`config.mk`:
```
export PLATFORM = sky130hd
export DESIGN_NAME = thermo_pwm_array
export DESIGN_NICKNAME = d
export VERILOG_FILES = /design/src/rtl/thermo_pwm_array_pkg.sv /design/src/rtl/thermo_pwm_array_pwm_channel.sv /design/src/rtl/thermo_pwm_array.sv
export SDC_FILE = /design/constraint.sdc
export NUM_CORES = 1
export LEC_CHECK = 0
export ABC_AREA = 1
export CORE_MARGIN = 5
export CORE_UTILIZATION = 50
export CTS_CLUSTER_SIZE = 8
export DETAILED_ROUTE_END_ITERATION = 16
export PLACE_DENSITY = 0.79
export SYNTH_ARGS = -nofsm -noshare
export SYNTH_HDL_FRONTEND = slang
export SYNTH_SLANG_ARGS = --single-unit
```
`constraint.sdc`:
```
create_clock -name clock -period 2.15 [get_ports clock]
set_input_delay 0.43 -clock clock [delete_from_list [all_inputs] [get_ports clock]]
set_output_delay 0.43 -clock clock [all_outputs]
set_load 0.05 [all_outputs]
```
`src/rtl/thermo_pwm_array_pkg.sv`:
```
// Shared defaults and helpers for the thermometer-coded PWM array.
// Used by the RTL and by its bench so both agree on sizes.
package thermo_pwm_array_pkg;

  localparam int DEF_WIDTH    = 3;
  localparam int DEF_CHANNELS = 4;

  // Width of a channel index; a single channel still needs one select bit.
  function automatic int ch_idx_w(input int channels);
    if (channels > 1) begin
      return $clog2(channels);
    end else begin
      return 1;
    end
  endfunction

endpackage

```
`src/rtl/thermo_pwm_array_pwm_channel.sv`:
```
// One PWM channel: active duty register, double-buffered shadow with a pending flag,
// and the thermometer compare against the shared counter.
module pwm_channel
  import thermo_pwm_array_pkg::*;
#(
  parameter int WIDTH = DEF_WIDTH
) (
  input  logic             clock,
  input  logic             clear,
  input  logic             en,
  input  logic             ch_en,
  input  logic             wrap,
  input  logic             wr,
  input  logic [WIDTH-1:0] wr_duty,
  input  logic [WIDTH-1:0] count,
  output logic             pwm,
  output logic             pending
);

  logic [WIDTH-1:0] active_r;
  logic [WIDTH-1:0] shadow_r;
  logic             pending_r;

  // Duty storage: immediate load when idle or on the wrap edge, otherwise deferred to wrap.
  always_ff @(posedge clock) begin
    if (clear) begin
      active_r  <= {WIDTH{1'b0}};
      shadow_r  <= {WIDTH{1'b0}};
      pending_r <= 1'b0;
    end else if (wr) begin
      // A write is only ever granted while pending is clear.
      if (!en || wrap) begin
        active_r <= wr_duty;
      end else begin
        shadow_r  <= wr_duty;
        pending_r <= 1'b1;
      end
    end else if (wrap && pending_r) begin
      active_r  <= shadow_r;
      pending_r <= 1'b0;
    end else begin
      active_r  <= active_r;
      shadow_r  <= shadow_r;
      pending_r <= pending_r;
    end
  end

  assign pwm     = en & ch_en & (count <= active_r);
  assign pending = pending_r;

endmodule

```
`src/rtl/thermo_pwm_array.sv`:
```
// Multi-channel PWM: a shared free-running period counter plus write decode,
// feeding CHANNELS independent thermometer-duty channels.
module thermo_pwm_array
  import thermo_pwm_array_pkg::*;
#(
  parameter int WIDTH    = DEF_WIDTH,
  parameter int CHANNELS = DEF_CHANNELS
) (
  input  logic                          clock,
  input  logic                          clear,
  input  logic                          en,
  input  logic [CHANNELS-1:0]           ch_en,
  input  logic                          wr_valid,
  input  logic [ch_idx_w(CHANNELS)-1:0] wr_ch,
  input  logic [WIDTH-1:0]              wr_duty,
  output logic                          wr_ready,
  output logic [WIDTH-1:0]              count,
  output logic                          wrap,
  output logic [CHANNELS-1:0]           pwm_out
);

  logic [WIDTH-1:0]    count_r;
  logic                wrap_s;
  logic                wr_ready_s;
  logic [CHANNELS-1:0] wr_sel_s;
  logic [CHANNELS-1:0] pending_s;

  // Period counter: advances while enabled, holds otherwise.
  always_ff @(posedge clock) begin
    if (clear) begin
      count_r <= {WIDTH{1'b0}};
    end else if (en) begin
      count_r <= count_r + WIDTH'(1'b1);
    end else begin
      count_r <= count_r;
    end
  end

  assign wrap_s = en & (count_r == {WIDTH{1'b1}});

  // Write decode; an index with no matching channel leaves ready low.
  always_comb begin
    wr_ready_s = 1'b0;
    wr_sel_s   = {CHANNELS{1'b0}};
    for (int c = 0; c < CHANNELS; c++) begin
      if (int'(wr_ch) == c) begin
        wr_ready_s = ~pending_s[c];
      end else begin
        wr_ready_s = wr_ready_s;
      end
    end
    for (int c = 0; c < CHANNELS; c++) begin
      if (wr_valid && wr_ready_s && (int'(wr_ch) == c)) begin
        wr_sel_s[c] = 1'b1;
      end else begin
        wr_sel_s[c] = 1'b0;
      end
    end
  end

  for (genvar g = 0; g < CHANNELS; g++) begin : g_ch
    pwm_channel #(.WIDTH(WIDTH)) u_ch (
      .clock   (clock),
      .clear   (clear),
      .en      (en),
      .ch_en   (ch_en[g]),
      .wrap    (wrap_s),
      .wr      (wr_sel_s[g]),
      .wr_duty (wr_duty),
      .count   (count_r),
      .pwm     (pwm_out[g]),
      .pending (pending_s[g])
    );
  end

  assign wr_ready = wr_ready_s;
  assign count    = count_r;
  assign wrap     = wrap_s;

endmodule

```
Yosys cells after proc, flatten, opt, wreduce, memory -nomap -nowiden
Index checks and enable logic that the tools add are counted.
{"block": "totals", "register_bits": 31, "input_bits": 13, "output_inout_bits": 9}
{"block": "classes", "n_addsub": 1, "n_lt_le_gt_ge": 4, "eq_ne": 12, "mux": 26, "bitwise_logic": 14, "n_reduce_logical": 28}
{"op": "3-bit two-way mux", "n": 9}
{"op": "2-bit AND reduction", "n": 12}
{"op": "1-bit two-way mux", "n": 17}
{"op": "2-bit inequality test (second input constant)", "n": 8}
{"op": "3-bit less-or-equal comparator", "n": 4}
{"op": "1-bit AND", "n": 9}
{"op": "1-bit logical AND", "n": 9}
{"op": "2-bit nonzero test", "n": 4}
{"op": "1-bit NOT", "n": 5}
{"op": "2-bit == test (second input constant)", "n": 2}
{"op": "3-bit by 1-bit adder with 3-bit output (second input constant)", "n": 1}
{"op": "3-bit == test (second input constant)", "n": 1}
{"op": "2-bit by 1-bit == test with 1-bit output (second input constant)", "n": 1}
{"op": "2-bit logical NOT", "n": 1}
{"op": "1-bit logical NOT", "n": 1}
{"op": "1-bit logical OR", "n": 1}

Depth between registers and ports, before layout
{"block": "depth", "word_depth": 10, "ltp_mapped": 9}

By module
Synthesis repeated with hierarchy kept, for this count alone.
{"block": "unflattened", "cells_unflattened": 275, "hier_area_um2": 1825.5}
{"module": "pwm_channel", "n_inst": 4, "cells_per_inst": 60, "area_each_um2": 402.9, "seq_area_each_um2": 140.1}
{"module": "thermo_pwm_array", "n_inst": 1, "cells_per_inst": 35, "area_each_um2": 214.0, "seq_area_each_um2": 60.1}

Worst setup path after synthesis
OpenSTA, ideal clock, no wires.
{"block": "synth_timing", "kind": "reg2reg", "start": "register count_r[1], in the netlist count[1]", "end": "register g_ch[0].u_ch.active_r[0]", "arrival_ps": 2122, "t_required_ps": 2038, "path_slack_ps": -83, "stages_incl_launch_ff": 10, "n_path_buf": 0, "period_less_slack_ps": 2233, "cell_sequence": "dfxtp_1 > ha_1 > ha_1 > nand2_1 > inv_1 > nand2_1 > nand2_1 > nand2_1 > nor2_1 > nor2_1"}
{"block": "synth_via", "elab_chain_len": 5, "word_cells_on_any_way": 7, "cone_classes": "2 x eq/ne; 1 x bitwise; 4 x reduce/logical"}
{"item": "start: declaration", "line_no": "thermo_pwm_array.sv:22", "text": "logic [WIDTH-1:0] count_r;"}
{"item": "start signal: assignment", "line_no": "thermo_pwm_array.sv:31", "text": "count_r <= {WIDTH{1'b0}};"}
{"item": "start signal: assignment", "line_no": "thermo_pwm_array.sv:33", "text": "count_r <= count_r + WIDTH'(1'b1);"}
{"item": "start signal: assignment", "line_no": "thermo_pwm_array.sv:35", "text": "count_r <= count_r;"}
{"item": "3-bit == test (*)", "line_no": "thermo_pwm_array.sv:39", "text": "assign wrap_s = en & (count_r == {WIDTH{1'b1}});"}
{"item": "1-bit AND (*)", "line_no": "thermo_pwm_array.sv:39"}
{"item": "named net wrap", "line_no": "thermo_pwm_array.sv:18", "text": "output logic wrap,"}
{"item": "1-bit logical OR / 1-bit logical AND (equally long branches)", "line_no": "thermo_pwm_array_pwm_channel.sv:32, thermo_pwm_array_pwm_channel.sv:38"}
{"item": "2-bit inequality test (no line) / 2-bit nonzero test (equally long branches)"}
{"item": "2-bit AND reduction (no line) (*)"}
{"item": "end signal: assignment", "line_no": "thermo_pwm_array_pwm_channel.sv:33", "text": "active_r <= wr_duty;"}
{"item": "end signal: assignment", "line_no": "thermo_pwm_array_pwm_channel.sv:39", "text": "active_r <= shadow_r;"}
{"item": "end signal: assignment", "line_no": "thermo_pwm_array_pwm_channel.sv:42", "text": "active_r <= active_r;"}
{"item": "end: declaration", "line_no": "thermo_pwm_array_pwm_channel.sv:20", "text": "logic [WIDTH-1:0] active_r;"}
The timed path passes the listed nets; every way through them passes the cells marked *.
A chain may end at the register's enable or synchronous reset.

Worst setup path in the final report
{"block": "layout_timing", "start": "input wr_ch[0]", "end": "output wr_ready"}
{"block": "layout_via", "elab_chain_len": 5, "word_cells_on_any_way": 8, "cone_classes": "3 x eq/ne; 4 x mux; 1 x reduce/logical"}
{"item": "start: declaration", "line_no": "thermo_pwm_array.sv:14", "text": "input logic [ch_idx_w(CHANNELS)-1:0] wr_ch,"}
{"item": "2-bit logical NOT", "line_no": "thermo_pwm_array.sv:46", "text": "if (int'(wr_ch) == c) begin"}
{"item": "1-bit two-way mux (3 in a row)", "line_no": "thermo_pwm_array.sv:46"}
{"item": "1-bit two-way mux (*)", "line_no": "thermo_pwm_array.sv:46"}
{"item": "end: declaration", "line_no": "thermo_pwm_array.sv:16", "text": "output logic wr_ready,"}
Mark *: on every way between the ends. The rest lies on a longest branch, timed or not.

==> out/qor_table.md <==
| Item | This run |
|---|---|
| Length of the first detailed-routing pass in iterations | 4 |
| Clock sink total | 31 |
| Slew at the pin with the worst max-slew slack | 0.489 ns |
| Post-Synthesis Mean Instance Area | 7.22 µm² |
| Multiplexer share of the synthesized area | 0% |
| Max layer used | met4 |
| Number of H-tree branching levels | 2 |
| Count of routing violations after the opening detailed-route iteration | 68 |
| Number of nets still failing antenna checks after routing | 0 |
| Via-to-Cell Ratio | 5.10 |
| Number of buffers inserted to repair setup after CTS | 0 |
| Worst hold path stage count | 2 |
| Routed met2 length | 1870 µm |
| # DRC | 0 |
| Peak ir drop on the vdd network | 0.000525 V |
| Post-synthesis instance total | 265 |
| Total wire length after detailed routing | 4090 µm |
| Leftover overflow at the end of global routing | 0 |
| Number of failing hold endpoints at the final stage | 0 |
| Number of flops mapped to enable cells by yosys | 0 |
| Share of cells above drive strength 1 | 15.2% |
| Post-synth top area cell | sky130_fd_sc_hd__dfxtp_1 |
| Sum of routed wire segments on met1 | 1950 µm |
| Share of the synthesized area in the top cell type | 32.4% |
| Number of global-route vias before repair | 1,578 |
| Pin count of the biggest net entering global routing | 17 |
| Worst-case clock skew | 0.00299 ns |
| Horizontal die dimension | 71.9 µm |
| Post-synthesis xor/xnor area fraction | 0% |
| Clock tree from TritonCTS | yes |
| Final worst-path cycle share | 94.5% |
| Most common library cells after synthesis | sky130_fd_sc_hd__nand2_1 (49), sky130_fd_sc_hd__nor2_1 (47), sky130_fd_sc_hd__dfxtp_1 (31), sky130_fd_sc_hd__inv_1 (29), sky130_fd_sc_hd__nand3_1 (15) |
| Floorplan core area | 3690 µm² |
| Power density over the cells | 606 nW/µm² |
| Clock latency at the later pin of the worst-skew pair | 0.28 ns |
| FMAX | 492 MHz |
| Routed length on met3 | 204 µm |
| Total leakage power | 1.10 nW |
| Synth cell types | 22 |
| Register-to-Register Path Depth | 9 |
| Launching element type of the critical path | input pin |
| Post-synthesis share of cell area spent on and, or, nand and nor gates | 37.9% |
| Synth Area in Compound Gates | 10.7% |
| Crit-path slowest cell | sky130_fd_sc_hd__clkdlybuf4s50_1 |
| Largest family of logic cells by synthesized area | simple AND/OR/NAND/NOR gates |
| Max Cap Violations | 0 |
| Number of primary I/O pins | 22 |
| Number of placed instances, taps included | 336 |
| Most common cell in the netlist | sky130_fd_sc_hd__nand2_1 |
| Nature of the critical path endpoint | output port |
| Layout Cells excl Fill | 344 |
| Final number of setup-violating endpoints | 0 |
| Starting Density | 51.9% |
| Slowest cell delay on critical path | 0.62 ns |
| Antenna diode count | 0 |
| Final count of pins violating max slew | 0 |
| CTS root buf | sky130_fd_sc_hd__clkbuf_8 |
| P&R area growth vs syn | 24.4% |
| Data required time of the worst path | 1.72 ns |
| Shortest clock period the worst path allows after layout | 2.03 ns |
| Row Count | 22 |
| Estimated wirelength of the detail-placed design | 3210 µm |
| Dpl cell area | 2280 µm² |
| Stages on worst setup path | 6 |
| Critical Path Fanout Max | 6 |
| Chain of cells forming the critical path | clkdlybuf4s50_1 -> inv_1 -> nand3_1 -> nand2_2 -> nor2_8 -> buf_12 |
| Post-layout nets | 322 |
| Cell area after layout | 2380 µm² |
| Unrepaired setup endpoints after global routing | false |
| Mapped Area | 1910 µm² |
| Routed len/inst | 11.9 µm |
| Sequential area share after synthesis | 32.4% |
| Initial antenna violation count | 0 |
| Status | finished clean |
| Weighted congestion reported at the end of routability-driven placement | 0.876 |
| Register bit count reported by yosys | 31 |
| Worst-path clk slew | 0.06 ns |
| Relative slew slack | 67.3% |
| Number of buffers inserted by hold repair at cts | 0 |
| Buffer depth of the longest clock path | 2 |
| Net count after synthesis | 292 |
| Total Die Area | 5170 µm² |
| Wire length of the first global-routing pass | 7300 µm |
| Setup slack of the worst register-to-register path | 0.42 ns |
| Via count | 1,753 |
| Worst setup path class | in -> out |
| CP arrival | 1.60 ns |
| Total routing usage reported by global routing | 17.7% |
| Type of the worst min-delay path | reg -> reg |
| Cell family with most CP delay | buffers and inverters |
| Overall power after layout | 1.44 mW |
| Area share of fa/ha/maj cells after synthesis | 9.15% |
| Clock buffers created by TritonCTS | 5 |
| Number of warning messages in the yosys log | 0 |
| Count of input and output buffers | 21 |
| Ys async rst share | 0% |
| Top_reg_cell synth | sky130_fd_sc_hd__dfxtp_1 |
| Largest cells by area after synthesis | sky130_fd_sc_hd__dfxtp_1 (32%), sky130_fd_sc_hd__nand2_1 (9.6%), sky130_fd_sc_hd__nor2_1 (9.2%), sky130_fd_sc_hd__ha_1 (9.2%), sky130_fd_sc_hd__inv_1 (5.7%) |
| Buffers plus inverters on the worst setup path | 3 |
| Die height | 71.9 µm |
## cell type report
cell class,count,area (µm²)
well taps,48,60.1
multi-input cells,192,1110
inverters,32,120
fillers,332,1310
flip-flops and latches,31,623
repair buffers,33,373
clock buffers,8,100
## tightest hold or removal path: cells and delay by family (launching register included)
family	cells	cell delay, ns
AO/OA/AOI/OAI	1	0.06
flip-flops	1	0.32
AND/OR/NAND/NOR	1	0.07
## metrics by stage
stage	setup TNS (ns)	setup WS (ns)	util, %	hold WS [ns]
after detailed placement	-0.00863	-0.00863	61.8	0.482
after global routing	0	0.00922	64.6	0.516
after global placement	0	0.0627	61.8	0.468
after floorplan	0	0.0182	-	0.462
after CTS	0	0.0513	64.6	0.492
final	0	0.119	64.6	0.490
## routing by layer
| metal | track usage [%] | vias to the layer above |
|---|---|---|
| li1 | - | 938 |
| met1 | 22.9 | 769 |
| met2 | 28.6 | 40 |
| met3 | 4.35 | 6 |
| met4 | 6.26 | 0 |
| met5 | 0 | - |
## cells in the final DEF, fill, tap and decap left out, drive strengths merged
master / Yosys / routed
o21ai: 16 / 16
nand4: 16 / 16
nand2: 54 / 54
a211oi: 6 / 6
clkbuf: 4 / 8
buf: 6 / 18
a32oi: 4 / 4
dfxtp: 31 / 31
inv: 32 / 32
a21oi: 9 / 9
clkdlybuf4s50: 0 / 15
nor2: 51 / 51
nand3b: 4 / 4
nand3: 18 / 18
ha: 14 / 14
## sequential cells by signal (all words and copies together) (netlist names)
signal and flops:
g_ch.u_ch.active_r 12, g_ch.u_ch.shadow_r 12, count 3, g_ch.u_ch.pending 4
## power by group
group	switching [mW]	total (mW)	internal, mW
sequential	0.0170	0.616	0.599
combinational	0.187	0.331	0.143
clock	0.206	0.498	0.292
total	0.410	1.44	1.03
## kinds of logic (layout without fill, tap and decap cells)
kind of cell	Yosys count	after routing
and+or+nand+nor	143	143
DFF	31	31
buffers and inverters	42	73
AOI/OAI and AO/OA	35	35
adders and majority gates	14	14
## worst paths after layout
check                                           to                                   from
max                                       wr_ready                               wr_ch[0]
min          g_ch[3].u_ch.active_r[1]$_SDFFE_PP0P_  g_ch[3].u_ch.shadow_r[1]$_SDFFE_PP0P_
max reg2reg  g_ch[2].u_ch.active_r[2]$_SDFFE_PP0P_                  count[1]$_SDFFE_PP0P_
min reg2reg  g_ch[3].u_ch.active_r[1]$_SDFFE_PP0P_  g_ch[3].u_ch.shadow_r[1]$_SDFFE_PP0P_
## timing repair
action                                  CTS  global route
endpoints found under the setup margin    0             4
resized for setup                         0             1
endpoints found under the hold margin     0             0
(Power assumes the default switching activity.)
